===== src/rtl/div_iter.sv =====
// div_iter: multi-cycle restoring divider, STEP quotient bits per cycle, signed/unsigned with divide-by-zero flag
module div_iter #(
  parameter int WIDTH = 32,
  parameter int STEP  = 1
) (
  input  logic               clk,
  input  logic               rst,
  input  logic               signed_div_i,
  input  logic [WIDTH-1:0]   opdata1_i,
  input  logic [WIDTH-1:0]   opdata2_i,
  input  logic               start_i,
  input  logic               annul_i,
  output logic [2*WIDTH-1:0] result_o,
  output logic               ready_o,
  output logic               busy_o,
  output logic               div_by_zero_o
);
  localparam int N = WIDTH / STEP;
  localparam int CW = $clog2(N + 1);
  localparam logic [CW-1:0] LAST = CW'(N - 1);
  typedef enum logic [1:0] {IDLE, CALC, FIX, DONE} state_t;
  state_t state;
  logic [WIDTH-1:0] dvd, dvs, rem, r_nx, d_nx, a_abs, b_abs;
  logic [WIDTH:0] sh, tr;
  logic [CW-1:0] cnt;
  logic neg_q, neg_r, a_neg, b_neg;
  assign a_neg = signed_div_i & opdata1_i[WIDTH-1];
  assign b_neg = signed_div_i & opdata2_i[WIDTH-1];
  assign a_abs = a_neg ? -opdata1_i : opdata1_i;
  assign b_abs = b_neg ? -opdata2_i : opdata2_i;
  // dvd shifts dividend bits out of the top while quotient bits enter at the bottom
  always_comb begin
    r_nx = rem;
    d_nx = dvd;
    sh = '0;
    tr = '0;
    for (int i = 0; i < STEP; i++) begin
      sh = {r_nx, d_nx[WIDTH-1]};
      tr = sh - {1'b0, dvs};
      d_nx = {d_nx[WIDTH-2:0], ~tr[WIDTH]};
      r_nx = tr[WIDTH] ? sh[WIDTH-1:0] : tr[WIDTH-1:0];
    end
  end
  always_ff @(posedge clk or negedge rst) begin
    if (!rst) begin
      state <= IDLE;
      dvd <= '0;
      dvs <= '0;
      rem <= '0;
      cnt <= '0;
      neg_q <= 1'b0;
      neg_r <= 1'b0;
      result_o <= '0;
      ready_o <= 1'b0;
      busy_o <= 1'b0;
      div_by_zero_o <= 1'b0;
    end else begin
      case (state)
        IDLE: if (start_i && !annul_i) begin
          if (opdata2_i == '0) begin
            state <= DONE;
            result_o <= {opdata1_i, {WIDTH{1'b1}}};
            ready_o <= 1'b1;
            div_by_zero_o <= 1'b1;
          end else begin
            state <= CALC;
            dvd <= a_abs;
            dvs <= b_abs;
            rem <= '0;
            cnt <= '0;
            neg_q <= a_neg ^ b_neg;
            neg_r <= a_neg;
            busy_o <= 1'b1;
          end
        end
        CALC: if (annul_i) begin
          state <= IDLE;
          busy_o <= 1'b0;
        end else begin
          rem <= r_nx;
          dvd <= d_nx;
          cnt <= cnt + CW'(1);
          if (cnt == LAST) state <= FIX;
        end
        FIX: begin
          state <= annul_i ? IDLE : DONE;
          busy_o <= 1'b0;
          if (!annul_i) begin
            result_o <= {neg_r ? -rem : rem, neg_q ? -dvd : dvd};
            ready_o <= 1'b1;
          end
        end
        default: if (annul_i || !start_i) begin
          state <= IDLE;
          result_o <= '0;
          ready_o <= 1'b0;
          div_by_zero_o <= 1'b0;
        end
      endcase
    end
  end
endmodule


===== config.mk =====
export PLATFORM = sky130hd
export DESIGN_NAME = div_iter
export DESIGN_NICKNAME = d
export VERILOG_FILES = /design/src/rtl/div_iter.sv
export SDC_FILE = /design/constraint.sdc
export NUM_CORES = 1
export LEC_CHECK = 0
export ABC_AREA = 1
export CORE_MARGIN = 3
export CORE_UTILIZATION = 59
export DETAILED_ROUTE_END_ITERATION = 10
export PLACE_DENSITY = 0.83
export RECOVER_POWER = 50
export SYNTH_ARGS = -nofsm -noshare
export SYNTH_HDL_FRONTEND = slang
export SYNTH_SLANG_ARGS = --single-unit

===== constraint.sdc =====
create_clock -name clk -period 3.1 [get_ports clk]
set_input_delay 0.31 -clock clk [delete_from_list [all_inputs] [get_ports clk]]
set_output_delay 0.31 -clock clk [all_outputs]
set_load 0.05 [all_outputs]

* Yosys cells after proc, flatten, opt, wreduce, memory -nomap -nowiden *
Cells that the tools add are included.

word-level totals
  bits of input ports = 69
  flip-flop bits (word level) = 173
  word-level logic and storage cells = 91

cells by class
  reduce and logical (&&, ||, !) cells = 18
  add/sub/neg operators = 6
  mux-type cells = 39
  bitwise logic cells = 7
  eq/ne operators = 10

operators with widths
  kind                                                 count
  two-way mux 32 bit                                   11
  two-way mux 64 bit                                   4
  case mux 64 bit (3 select lines)                     1
  negation 32 bit                                      4
  case mux 32 bit (2 select lines)                     2
  subtractor 33 x 32 -> 33 bit                         1
  zero test 32 bit                                     1
  two-way mux 6 bit                                    3
  two-way mux 2 bit                                    6
  != test 2 bit, second input constant                 6
  case mux 6 bit (2 select lines)                      1
  AND reduction 4 bit                                  3
  two-way mux 1 bit                                    7
  adder 6 x 1 -> 6 bit, second input constant          1
  equality test 6 x 5 -> 1 bit, second input constant  1
  case mux 1 bit (3 select lines)                      2
  case mux 2 bit (3 select lines)                      1
  AND reduction 3 bit                                  2
  nonzero test 3 bit                                   2
  AND reduction 5 bit                                  1
  NOT 1 bit                                            4
  nonzero test 2 bit                                   2
  nonzero test 4 bit                                   1
  != test 3 bit, second input constant                 1
  other kinds (10)                                     12

* Logic depth before layout (Yosys ltp) *
  word-level depth = 5
  gate-level depth with buffers = 18
  depth with buffers taken out = 17

* Worst setup path after synthesis *
No wires, ideal clock.

  kind = register -> register
  from = reg dvd[31]
  to = reg rem[18]
  buffers on the path = 2
  slack = 0.886 ns
  arrival time = 2.096 ns
  clock period less this slack = 2.214 ns
  required time = 2.982 ns
  library setup time = 0.118 ns
  stages on the path, launching flop included = 18
  path through = dfrtp_1 > inv_1 > ha_1 > fa_1 > inv_1 > nand2_1 > nand2_1 > nand3_1 > nand2_2 > nand2_1 > nand2_1 > nand2_2 > nand3_2 > buf_4 > buf_4 > nand3_1 > nand3_1 > nand2_1

between the ends
  word-level cells in the longest chain between the ends = 4

ends and longest elaborated chain
  item                              RTL line  text
  start, declared                   23        logic [WIDTH-1:0] dvd, dvs, rem, r_nx, d_nx, a_abs, b_abs;
  start signal, assigned            67        dvd <= a_abs;
  start signal, assigned            81        dvd <= d_nx;
  subtractor 33 x 32 -> 33 bit      39        tr = sh - {1'b0, dvs};
  two-way mux 32 bit                41        r_nx = tr[WIDTH] ? sh[WIDTH-1:0] : tr[WIDTH-1:0];
  two-way mux 32 bit                76        CALC: if (annul_i) begin
  case mux 32 bit (2 select lines)  58        case (state)
  end signal, assigned              80        rem <= r_nx;
  end, declared                     23

No other way between the ends. The select of a mux whose other input is x is not followed.
A chain may end at the register's enable or synchronous reset.

* Worst setup path after layout *
  from = reg dvd[0]
  to = reg result_o[20]

between the ends
  word-level cells in the longest chain between the ends = 4

ends and longest elaborated chain
  item                              RTL line  text
  negation 32 bit                   89        result_o <= {neg_r ? -rem : rem, neg_q ? -dvd : dvd};
  two-way mux 32 bit                89
  two-way mux 64 bit                88        if (!annul_i) begin
  case mux 64 bit (3 select lines)  58
  end signal, assigned              62        result_o <= {opdata1_i, {WIDTH{1'b1}}};
  end signal, assigned              89
  end, declared                     13        output logic [2*WIDTH-1:0] result_o,

No other way between the ends. The select of a mux whose other input is x is not followed.

==> results.sh <==
export IMPL_grt_total_usage=0.382
export IMPL_min_delay_start="result_o[30]$_DFFE_PN0P_"
export IMPL_synth_edf_count=0
export IMPL_synthDominantCellAreaShare=0.305
export IMPL_antenna_left=0
export IMPL_final_common_cell="nand2_1"
export IMPL_die_y_um=161
export IMPL_tns_ns=0
export IMPL_initial_core_util=0.602
export IMPL_setup_violations=0
export IMPL_rows=56
export IMPL_hold_path_class="flop to flop"
export IMPL_cp_end_kind="flop"
export IMPL_overflow=0
export IMPL_dpl_cell_count=2702
export IMPL_yosys_warnings=0
export IMPL_hold_viol=0
export IMPL_hold_path_cell_count=2
export IMPL_rsz0062_at_grt="false"
export IMPL_wl_um=50100
export IMPL_grt_max_degree=76
export IMPL_status="finished with violations"
export IMPL_ctsHoldBuffers=1
export IMPL_max_cap_viol_count=1
export IMPL_r2r_end="result_o[20]$_DFFE_PN0P_"
export IMPL_max_slew_margin=-0.404
export IMPL_cp_max_fo=5
export IMPL_fin_skew_ns=0.0131
export IMPL_die_area_um2=25900
export IMPL_max_freq_ghz=0.358
export IMPL_htree_levels=4
export IMPL_fin_crit_sh=0.901
export IMPL_required_ns=3.43
export IMPL_critPathLaunch="dvd[0]$_DFFE_PN0P_"
export IMPL_max_slew_worst_pin_slew_ns=2.11
export IMPL_layout_area_overhead_vs_synth_pct=16.2
export IMPL_root_buffer="clkbuf_16"
export IMPL_vdd_ir_drop_max_v=0.000708
export IMPL_gp_congestion=1.01
export IMPL_drt_iter0_markers=2316
export IMPL_grt_first_pass_wirelength_um=78300
export IMPL_r2r_start="dvd[0]$_DFFE_PN0P_"
export IMPL_vias=15800
export IMPL_grt_pass1_vias=14500
export IMPL_yosysUniqueCellTypes=43
export IMPL_most_common_layout_cells="nand2_1, inv_1, nand3_1, nor2_1, dfrtp_1"
export IMPL_drv_slew=75
export IMPL_avgSynthCellArea_um2=6.18
export IMPL_violations="max-capacitance violations, max-slew violations"
export IMPL_stdcell_area_um2=16500
export IMPL_cts_tree="yes"
export IMPL_p_leak_nw=8.81
export IMPL_first_pass_iters=8
export IMPL_worst_skew_pair_late_latency_ns=0.43
export IMPL_clkSlewWorstSetupHoldPaths_ns=0.07
export IMPL_yosys_most_used_dff="dfrtp_1"
export IMPL_synthesis_area_um2=14200
export IMPL_netlist_top_cell_by_area="dfrtp_1"
export IMPL_cts_resized=0
export IMPL_place_area_um2=15900
export IMPL_total_power_mw=15.8
export IMPL_ys_async_sr_fraction=1.00
export IMPL_finalNonFillerCells=2735
export IMPL_drive_above_1_share=0.0385
export IMPL_fin_crit_ns=2.79
export IMPL_antenna_found_initial=3
export IMPL_critPathKind="flop to flop"
export IMPL_ys_seq_area_frac=0.305
export IMPL_p_per_area_nw_per_um2=962
export IMPL_worst_r2r_setup_slack_ns=0.31
export IMPL_dieWidth_um=161
export IMPL_worstPathArrival_ns=3.12
export IMPL_synth_area_top_cells="dfrtp_1, nand2_1, inv_1, nand3_1, nor2_1"
export IMPL_ys_ff_latch=173
export IMPL_start_kind="flop"
export IMPL_cts_setup_buffers=0
export IMPL_numPortBuffers=135
export IMPL_clock_sinks=173
export IMPL_dp_hpwl_um=38900
export IMPL_min_to="result_o[30]$_DFFE_PN0P_"
export IMPL_layout_nets=2514
export IMPL_cts_max_path_buffers=2
export IMPL_drc=0
export IMPL_wl_per_cell_um=18.3
export IMPL_synthesis_nets=2404
export IMPL_synth_cells=2293
export IMPL_ios=136
export IMPL_core_um2=23500
export IMPL_vias_per_cell=5.78
export IMPL_r2r_cells=11
export IMPL_cts_made_buffers=17
stage by stage:
| stage | hold WS, ns | utilization | worst slack [ns] |
|---|---|---|---|
| 2_1_floorplan | 0.0144 | - | 0.886 |
| 3_3_place_gp | 0.379 | 0.674 | 0.485 |
| 3_5_place_dp | 0.386 | 0.674 | 0.403 |
| 4_1_cts | 0.484 | 0.700 | 0.425 |
| 5_1_grt | 0.508 | 0.699 | 0.152 |
| 6_report | 0.484 | 0.699 | 0.307 |
state kept, by name (all words and copies together) (netlist names):
name           cells
neg_q              1
div_by_zero_o      1
dvs               32
result_o          64
ready_o            1
cnt                6
state              2
neg_r              1
busy_o             1
rem               32
dvd               32
power breakdown:
| part | total, mW | switching (mW) | internal [mW] |
|---|---|---|---|
| Clock | 2.26 | 1.03 | 1.23 |
| Sequential | 3.88 | 0.729 | 3.15 |
| Combinational | 9.69 | 6.78 | 2.91 |
| Total | 15.8 | 8.54 | 7.29 |
critical path, cell delays in order, from the launching register on:
cell	delay (ns)
dfrtp_1	0.42
inv_1	0.12
ha_1	0.19
inv_1	0.06
nor3_1	0.26
nand2_1	0.23
o21ai_0	0.44
nand3_1	0.34
o21ai_0	0.41
nand2_1	0.09
nand2_1	0.07
nand2_1	0.05
logic make-up after synthesis:
kind of cell,Yosys count,share of synthesized area
AND/OR/NAND/NOR,1274,0.373
adder cells (fa/ha/maj),42,0.0376
AO/OA/AOI/OAI,323,0.129
buffers and inverters,422,0.119
flip-flops,173,0.305
XOR/XNOR,59,0.0365
routing by layer:
layer,share of wire,up-vias,global-route usage
li1,-,7505,-
met1,0.40,7175,0.514
met2,0.44,977,0.596
met3,0.11,148,0.101
met4,0.042,2,0.144
met5,0.00026,-,0
synth_stat cells, drive strengths merged (7+ instances only):
master and number:
ha 41, o22ai 8, nor2 203, a21oi 85, buf 41, nand3b 8
dfrtp 173, a21boi 15, nand2 781, o211ai 23, a22oi 18, nor3 31
xor2 42, nand4 25, clkbuf 39, inv 341, nor4 7, o21ai 153
xnor2 17, or2 7, nand3 208
how the worst max path moves through the flow:
stage | to | cells past startpoint | slack, ns
detailed placement | result_o[56]$_DFFE_PN0P_ | 13 | 0.40
floorplan | rem[18]$_DFFE_PN0P_ | 17 | 0.89
CTS | rem[30]$_DFFE_PN0P_ | 18 | 0.42
finish | result_o[20]$_DFFE_PN0P_ | 11 | 0.31
global placement | dvs[1]$_DFFE_PN0P_ | 11 | 0.48
global route | rem[23]$_DFFE_PN0P_ | 3 | 0.15
layout make-up:
class                           instances  area, um2
Antenna cell                            1       2.50
Clock buffer                           19        443
Clock inverter                         12        150
Fill cell                            2122       7080
Inverter                              342       1280
Multi-Input combinational cell       1698       8160
Sequential cell                       173       4330
Tap cell                              319        399
Timing Repair Buffer                  171       1700
Power figures use the tool's default switching activity.
